## config.mk

```make
export PLATFORM = sky130hd
export DESIGN_NAME = barrel_shifter_pipe
export DESIGN_NICKNAME = d
export VERILOG_FILES = /design/src/rtl/barrel_shifter_pipe.sv
export SDC_FILE = /design/constraint.sdc
export NUM_CORES = 1
export LEC_CHECK = 0
export CAP_MARGIN = 25
export CORE_UTILIZATION = 40
export CTS_CLUSTER_DIAMETER = 60
export CTS_CLUSTER_SIZE = 10
export DETAILED_ROUTE_END_ITERATION = 6
export GPL_ROUTABILITY_DRIVEN = 1
export PLACE_DENSITY = 0.73
export SYNTH_ARGS = -nofsm -noshare
export SYNTH_HDL_FRONTEND = slang
export SYNTH_SLANG_ARGS = --single-unit
```

## constraint.sdc

```tcl
create_clock -name clk -period 3.6 [get_ports clk]
set_clock_uncertainty 0.2 [all_clocks]
set_input_delay 0.36 -clock clk [delete_from_list [all_inputs] [get_ports clk]]
set_output_delay 0.36 -clock clk [all_outputs]
set_load 0.02 [all_outputs]
```

## src/rtl/barrel_shifter_pipe.sv

```systemverilog
// rtl/barrel_shifter_pipe.sv - pipelined barrel shifter/rotator with valid/ready handshake
//
// Purpose: WIDTH-bit rotate / logical shift / arithmetic shift / pass-through,
// split into SHW register stages. Stage k moves the data by 2^k when amt bit k
// is set. The operand's direction, mode, amount and original MSB travel down
// the pipe with it. The whole pipe freezes while the output beat is refused.
//
// Ports:
//   clk, rst_n            clock, asynchronous active-low reset
//   in_valid / in_ready   input handshake (beat taken when both are high)
//   in_data [WIDTH]       operand
//   in_amt  [SHW]         shift/rotate amount
//   in_dir                0 = left, 1 = right
//   in_mode [2]           00 rotate, 01 logical, 10 arithmetic, 11 pass-through
//   out_valid / out_ready output handshake (beat consumed when both are high)
//   out_data [WIDTH]      result, driven straight from the last stage register
module barrel_shifter_pipe #(
   parameter int WIDTH = 8,
   parameter int SHW   = $clog2(WIDTH)
) (
   input  logic             clk,
   input  logic             rst_n,
   input  logic             in_valid,
   output logic             in_ready,
   input  logic [WIDTH-1:0] in_data,
   input  logic [SHW-1:0]   in_amt,
   input  logic             in_dir,
   input  logic [1:0]       in_mode,
   output logic             out_valid,
   input  logic             out_ready,
   output logic [WIDTH-1:0] out_data
);

   localparam logic [1:0] MODE_ROT  = 2'b00;
   localparam logic [1:0] MODE_LSH  = 2'b01;
   localparam logic [1:0] MODE_ASH  = 2'b10;

   logic             stall;

   // Stage registers
   logic [SHW-1:0]   vld_q;
   logic [WIDTH-1:0] data_q [SHW];
   logic [SHW-1:0]   amt_q  [SHW];
   logic             dir_q  [SHW];
   logic [1:0]       mode_q [SHW];
   logic             sign_q [SHW];

   // Values presented to each stage (input port for stage 0, previous stage otherwise)
   logic [SHW-1:0]   vld_d;
   logic [WIDTH-1:0] data_d [SHW];
   logic [SHW-1:0]   amt_d  [SHW];
   logic             dir_d  [SHW];
   logic [1:0]       mode_d [SHW];
   logic             sign_d [SHW];

   // One stage of the shifter: move d by 2^k when en is set.
   // The arithmetic fill uses the sign captured at the input, not d's current MSB.
   function automatic logic [WIDTH-1:0] stage_op(
      input logic [WIDTH-1:0] d,
      input int               k,
      input logic             en,
      input logic             dir,
      input logic [1:0]       mode,
      input logic             sign
   );
      logic [WIDTH-1:0] r;
      logic [WIDTH-1:0] fill;
      int               s;
      s    = 1 << k;
      fill = sign ? ~({WIDTH{1'b1}} >> s) : '0;
      r    = d;
      if (en) begin
         case (mode)
            MODE_ROT: r = dir ? ((d >> s) | (d << (WIDTH - s)))
                              : ((d << s) | (d >> (WIDTH - s)));
            MODE_LSH: r = dir ? (d >> s) : (d << s);
            MODE_ASH: r = dir ? ((d >> s) | fill) : (d << s);
            default:  r = d;
         endcase
      end
      return r;
   endfunction

   assign stall     = vld_q[SHW-1] && !out_ready;
   assign in_ready  = !stall;
   assign out_valid = vld_q[SHW-1];
   assign out_data  = data_q[SHW-1];

   always_comb begin
      vld_d[0]  = in_valid;
      data_d[0] = in_data;
      amt_d[0]  = in_amt;
      dir_d[0]  = in_dir;
      mode_d[0] = in_mode;
      sign_d[0] = in_data[WIDTH-1];
      for (int k = 1; k < SHW; k++) begin
         vld_d[k]  = vld_q[k-1];
         data_d[k] = data_q[k-1];
         amt_d[k]  = amt_q[k-1];
         dir_d[k]  = dir_q[k-1];
         mode_d[k] = mode_q[k-1];
         sign_d[k] = sign_q[k-1];
      end
   end

   // Valid flags advance every unstalled cycle (bubbles included); payload
   // registers load only with a valid beat so idle inputs never enter the pipe.
   always_ff @(posedge clk or negedge rst_n) begin
      if (!rst_n) begin
         vld_q <= '0;
         for (int k = 0; k < SHW; k++) begin
            data_q[k] <= '0;
            amt_q[k]  <= '0;
            dir_q[k]  <= 1'b0;
            mode_q[k] <= 2'b00;
            sign_q[k] <= 1'b0;
         end
      end else if (!stall) begin
         vld_q <= vld_d;
         for (int k = 0; k < SHW; k++) begin
            if (vld_d[k]) begin
               data_q[k] <= stage_op(data_d[k], k, amt_d[k][k], dir_d[k], mode_d[k], sign_d[k]);
               amt_q[k]  <= amt_d[k];
               dir_q[k]  <= dir_d[k];
               mode_q[k] <= mode_d[k];
               sign_q[k] <= sign_d[k];
            end
         end
      end
   end

endmodule

```

==> summary.txt, run 1 <==
Synth
  – Ys flop type: dfrtp_1
  – Largest area contributor in the synthesized netlist: dfrtp_1
  – Netlist cell types: 34
  – Area share of the largest cell type after synthesis: 49.6%
  – Synthesized flop and latch total: 38
  – Cell Area, Synth: ~1900 um^2
  – Cell count after synthesis: between 150 and 200
  – Avg Cell Area, Syn: 9.83 um^2
  – Ys Warns: 0
  – Post-Syn Nets: 213
  – Synth area leaders: dfrtp_1, o21ai_0, mux2_2, nand2_1, mux2i_1
  – Sequential-to-total area share from yosys stat: between 40% and 50%
  – EDFF count, synth: 0
  – Ys async rst share: 100%

Finish
  – Layout area overhead: 19.1%
  – Most common cell after layout, fill and taps aside: dfrtp_1
  – Most frequent cells in the layout: dfrtp_1, o21ai_0, nand2_1
  – Ant diodes: 0
  – Post-layout util: 51.0%
  – Design Area, Final: 2280 um^2
  – Layout cells sized above 1: 10.9%
  – Layout Nets: 238
  – # fillers: roughly 400

GRT
  – Total gr overflow: 0
  – First-pass GRT wire length: 5.89 mm
  – Initial antenna violation count: 0
  – Met3 usage: ~4.2%
  – Global Route Usage Sum: 14.8%
  – Largest net degree at the start of global routing: 39
  – Most used routing layer: met2
  – Met1 usage: between 10% and 20%
  – Met2 usage: approximately 26%
  – Vias in the first global route: 1386

CTS
  – Total CTS buffers: 5
  – CTS clk-pin slew, worst paths: about 0.070 ns
  – Htree depth: 2
  – Clk Latency, worst-skew pair: 0.29 ns
  – Root Buffer: clkbuf_8
  – CTS tree: done
  – Post-CTS sizing: 0
  – # hold bufs at CTS: 0
  – Clock Sinks: 38
  – Post-CTS Setup Repair Bufs: 0
  – CTS Buffer Depth: 2

STA
  – Slew @ Worst Pin: 0.520 ns
  – Setup-failing EPs final: 0
  – Sum of negative setup slack: 0 ns
  – Period utilisation layout: 65.4%
  – Rel. slew slack: 65.2%
  – Min Tclk post-route: 2.36 ns
  – RSZ-0062 raised after global routing: false
  – Final hold viol count: 0
  – Final hold slack: 0.281 ns
  – Fmax achieved: 0.425 GHz
  – Pins Over Slew Limit: 0

Pwr
  – Flop pwr share: 44.6%
  – Maximum vdd ir drop: 199 uV
  – Power share of the clock group: between 15 and 20%
  – PD cells: 727 nW/um^2
  – P_int: 1.05 mW
  – Combinational power share: a little under two fifths
  – Net Sw Frac: between 30 and 40%
  – Net switching power: 0.612 mW
  – Total power: between 1.5 and 2 mW
  – P_leak: 0.971 nW

Status
  – Failing checks: DRC
  – Outcome: finished, violations left

Job
  – Max-Cap Viols: 0

Route
  – DR pass1 iterations: 6
  – Avg WL per Cell: 12.3 um
  – Post-route DRC: 3
  – Total number of vias: approximately 1400
  – Via density per instance: 5.31
  – Iteration-0 DRC Markers: between 60 and 70
  – Final WL: 3.37 mm
  – Routed Antenna Nets: 0

Setup path
  – Worst-path maximum fanout: 9
  – Critical path class: input port to primary output
  – CP Launch Type: input port
  – Setup crit end kind: primary output
  – Worst path arrival time: 1.80 ns
  – Worst Path Required: 3.04 ns

Floorplan
  – Die area: 5070 um^2
  – Die Wd: around 71 um
  – Core area: 4470 um^2
  – Initial Util: roughly 43%
  – Row Count: 24
  – I/O Pins: 28
  – Die span in y: 71.2 um

Min path
  – Worst Hold Class: flip-flop to flip-flop

Placed design
  – Area after DPL: 2190 um^2
  – GP Congestion: between 0.8 and 0.9
  – Final HPWL from detailed placement: between 2 and 2.5 mm
  – IO buf count: 27
## metrics by stage
stage / cells / setup slack (ns)
2_1_floorplan: 195 / 2.03
6_report: 273 / 1.24
4_1_cts: 273 / 1.23
3_5_place_dp: 265 / 1.24
5_1_grt: 273 / 1.15
3_3_place_gp: 265 / 1.24
## Yosys cell counts (2+ instances only)
cell type	count
nor2b_1	5
a21oi_1	6
nand2b_1	3
a221oi_1	4
mux2i_1	10
mux2_2	11
o21ai_0	31
a21o_1	2
a31oi_1	4
nand2_1	30
a211oi_1	6
dfrtp_1	38
inv_1	2
buf_2	4
buf_4	5
and2_1	2
nor2_1	15
## path summary, 6_finish.rpt
kind	from	slack (ns)	end	depth (start not counted)
setup / recovery	out_ready	1.24	in_ready	3
hold / removal	out_data[6]$_DFFE_PN0P_	0.28	out_data[6]$_DFFE_PN0P_	2
setup reg to reg	dir_d[1]$_DFFE_PN0P_	1.93	data_d[1]$_DFFE_PN0P_	4
hold reg to reg	out_data[6]$_DFFE_PN0P_	0.28	out_data[6]$_DFFE_PN0P_	2
max in group asynchronous	rst_n	2.58	data_d[13]$_DFFE_PN0P_	2
min in group asynchronous	rst_n	0.29	out_data[0]$_DFFE_PN0P_	2
## cells by family (layout without fill, tap and decap cells)
group / after synthesis / after routing / share of synthesized area, %
muxes: 21 / 21 / 11.7
buffers and inverters: 12 / 38 / 3.98
and+or+nand+nor: 62 / 62 / 14.6
AOI/OAI and AO/OA: 62 / 62 / 20.2
DFF: 38 / 38 / 49.6
## power groups by stage
stage / combinational, mW / clock, mW / sequential, mW
2_1_floorplan: 0.407 / 0 / 0.763
3_3_place_gp: 0.617 / 0 / 0.740
3_5_place_dp: 0.629 / 0 / 0.748
4_1_cts: 0.630 / 0.303 / 0.740
5_1_grt: 0.695 / 0.316 / 0.766
6_report: 0.624 / 0.296 / 0.739
## metal layers
layer / part of all wire (%) / wire length (um) / vias to the layer above
li1: - / - / 748
met1: 46 / 1560 / 663
met2: 48 / 1630 / 34
met3: 4.2 / 142 / 4
met4: 1.0 / 34 / 0
met5: 0 / 0 / -
## critical path, cell delays in order
cell and delay (ns):
clkdlybuf4s50_1 0.44, nand2b_1 0.31, clkdlybuf4s50_1 0.68
## cell type report
class                           count  area, um^2  area share [%]
Tap cell                           52        65.1            2.85
Clock buffer                        7        86.3            3.78
Clock inverter                      1        5.00           0.219
Multi-Input combinational cell    145         890            39.0
Inverter                            2        7.51           0.329
Sequential cell                    38         951            41.7
Timing Repair Buffer               28         278            12.2
## registers in the layout (all words and copies together) (netlist names)
name / flops
mode_d: 4
amt_d: 3
vld_q: 3
data_d: 16
out_data: 8
sign_d: 2
dir_d: 2
(Power assumes the default switching activity.)
==> run 2: changes to the inputs <==
- clock period: 3.6 -> 2.19 ns (I/O delays scaled with it)
==> summary.txt, run 2 (synthesis results as in run 1) <==
Setup path
  – Worst Path Required: 1.77 ns (was 3.04 ns)
  – CP Launch Type: input port (unchanged)
  – Worst-path maximum fanout: 2 (was 9)
  – Worst path arrival time: 1.39 ns (was 1.80 ns)
  – Critical path class: input port to primary output (unchanged)
  – Setup crit end kind: primary output (unchanged)

Pwr
  – P_leak: 0.990 nW (was 0.971 nW)
  – Maximum vdd ir drop: 351 uV (was 199 uV)
  – Power share of the clock group: 17.7% (was 17.8%)
  – P_int: 1.73 mW (was 1.05 mW)
  – Combinational power share: 38.3% (was 37.6%)
  – Flop pwr share: 44.0% (was 44.6%)
  – Net switching power: 1.03 mW (was 0.612 mW)
  – Total power: 2.76 mW (was 1.66 mW)
  – PD cells: 1200 nW/um^2 (was 727 nW/um^2)
  – Net Sw Frac: 37.3% (was 36.9%)

CTS
  – Clk Latency, worst-skew pair: 0.29 ns (about the same)
  – Post-CTS Setup Repair Bufs: 0 (unchanged)
  – Root Buffer: clkbuf_8 (unchanged)
  – Post-CTS sizing: 0 (unchanged)
  – Clock Sinks: 38 (unchanged)
  – Total CTS buffers: 5 (unchanged)
  – # hold bufs at CTS: 0 (unchanged)
  – CTS tree: done (unchanged)
  – CTS Buffer Depth: 2 (unchanged)
  – CTS clk-pin slew, worst paths: 0.07 ns (about the same)
  – Htree depth: 2 (unchanged)

STA
  – Final hold viol count: 0 (unchanged)
  – Sum of negative setup slack: 0 ns (unchanged)
  – Min Tclk post-route: 1.81 ns
  – Slew @ Worst Pin: 0.461 ns (was 0.520 ns)
  – Pins Over Slew Limit: 0 (unchanged)
  – Rel. slew slack: 69.3% (was 65.2%)
  – Period utilisation layout: 82.7%
  – Setup-failing EPs final: 0 (unchanged)
  – RSZ-0062 raised after global routing: false (unchanged)
  – Fmax achieved: 0.552 GHz

Route
  – Final WL: 3.64 mm (was 3.37 mm)
  – DR pass1 iterations: 7 (was 6)
  – Iteration-0 DRC Markers: 64 (was 68)
  – Total number of vias: 1498 (was 1449)
  – Post-route DRC: 3 (unchanged)
  – Avg WL per Cell: 13.1 um (was 12.3 um)
  – Via density per instance: 5.41 (was 5.31)
  – Routed Antenna Nets: 0 (unchanged)

Placed design
  – IO buf count: 27 (unchanged)
  – GP Congestion: 0.864 (was 0.888)
  – Final HPWL from detailed placement: 2.62 mm (was 2.50 mm)

Floorplan
  – Die span in y: 71.2 um (unchanged)
  – Row Count: 24 (unchanged)
  – Core area: 4470 um^2 (unchanged)
  – Initial Util: 42.8% (unchanged)
  – Die area: 5070 um^2 (unchanged)
  – Die Wd: 71.2 um (unchanged)
  – I/O Pins: 28 (unchanged)

Finish
  – Layout Nets: 242 (was 238)
  – Most frequent cells in the layout: dfrtp_1, o21ai_0, nand2_1 (unchanged)
  – Most common cell after layout, fill and taps aside: dfrtp_1 (unchanged)
  – Layout cells sized above 1: 12.4% (was 10.9%)
  – Ant diodes: 0 (unchanged)
  – Layout area overhead: 20.6% (was 19.1%)
  – Max FFs per register: 16 (unchanged)

GRT
  – Met1 usage: 18.4% (was 17.0%)
  – Global Route Usage Sum: 14.9% (was 14.8%)
  – Initial antenna violation count: 0 (unchanged)
  – Largest net degree at the start of global routing: 39 (unchanged)
  – First-pass GRT wire length: 5.93 mm (was 5.89 mm)
  – Most used routing layer: met2 (unchanged)
  – Met2 usage: 24.9% (was 25.6%)
  – Total gr overflow: 0 (unchanged)
  – Vias in the first global route: 1379 (was 1386)
  – Met3 usage: 2.95% (was 4.22%)

Status
  – Outcome: finished, violations left (unchanged)
  – Failing checks: DRC (unchanged)

Min path
  – Worst Hold Class: input port to asynchronous set/reset pin (was flip-flop to flip-flop)

Job
  – Max-Cap Viols: 0 (unchanged)
==> run 2: power groups by stage <==
stage / combinational, mW / clock [mW] / sequential, mW
2_1_floorplan: 0.668 / 0 / 1.25
3_3_place_gp: 1.03 / 0 / 1.22
3_5_place_dp: 1.06 / 0 / 1.23
4_1_cts: 1.07 / 0.497 / 1.22
5_1_grt: 1.17 / 0.523 / 1.25
6_report: 1.06 / 0.488 / 1.22
==> run 2: cell type report <==
cell class,count,area [um^2]
Clock inverter,1,5.00
Fill cell,429,2160
Tap cell,52,65.1
Timing Repair Buffer,32,308
Inverter,2,7.51
Multi-Input combinational cell,145,890
Clock buffer,7,86.3
Sequential cell,38,951
==> run 2: critical path, stage by stage <==
cell,delay (ns)
clkdlybuf4s50_1,0.44
nand2b_1,0.11
clkdlybuf4s50_1,0.62
==> run 2: per-stage QoR <==
step | hold WS, ns | util [%] | area (um^2) | setup WS, ns | cells
CTS | 0.167 | 51.7 | 2310 | 0.369 | 277
global route | 0.206 | 51.7 | 2310 | 0.320 | 277
floorplan | -0.277 | - | 1920 | 0.625 | 195
finish | 0.158 | 51.7 | 2310 | 0.378 | 277
detailed placement | 0.274 | 49.6 | 2220 | 0.250 | 269
global placement | 0.267 | 49.6 | 2220 | 0.282 | 269
==> run 2: worst paths after layout <==
check | startpoint | end | slack, ns | cells after the start
setup / recovery | out_ready | in_ready | 0.38 | 3
hold / removal | rst_n | vld_q[0]$_DFFE_PN0N_ | 0.16 | 2
setup reg to reg | dir_d[1]$_DFFE_PN0P_ | data_d[3]$_DFFE_PN0P_ | 0.55 | 5
hold reg to reg | out_data[5]$_DFFE_PN0P_ | out_data[5]$_DFFE_PN0P_ | 0.28 | 2
max in group asynchronous | rst_n | amt_d[5]$_DFFE_PN0P_ | 1.31 | 2
min in group clk | out_data[5]$_DFFE_PN0P_ | out_data[5]$_DFFE_PN0P_ | 0.28 | 2
==> run 2: metal layers <==
metal / share of wire, % / vias up
met5: 0 / -
met4: 1.3 / 0
met3: 3.4 / 6
met2: 47 / 47
met1: 49 / 691
li1: - / 754
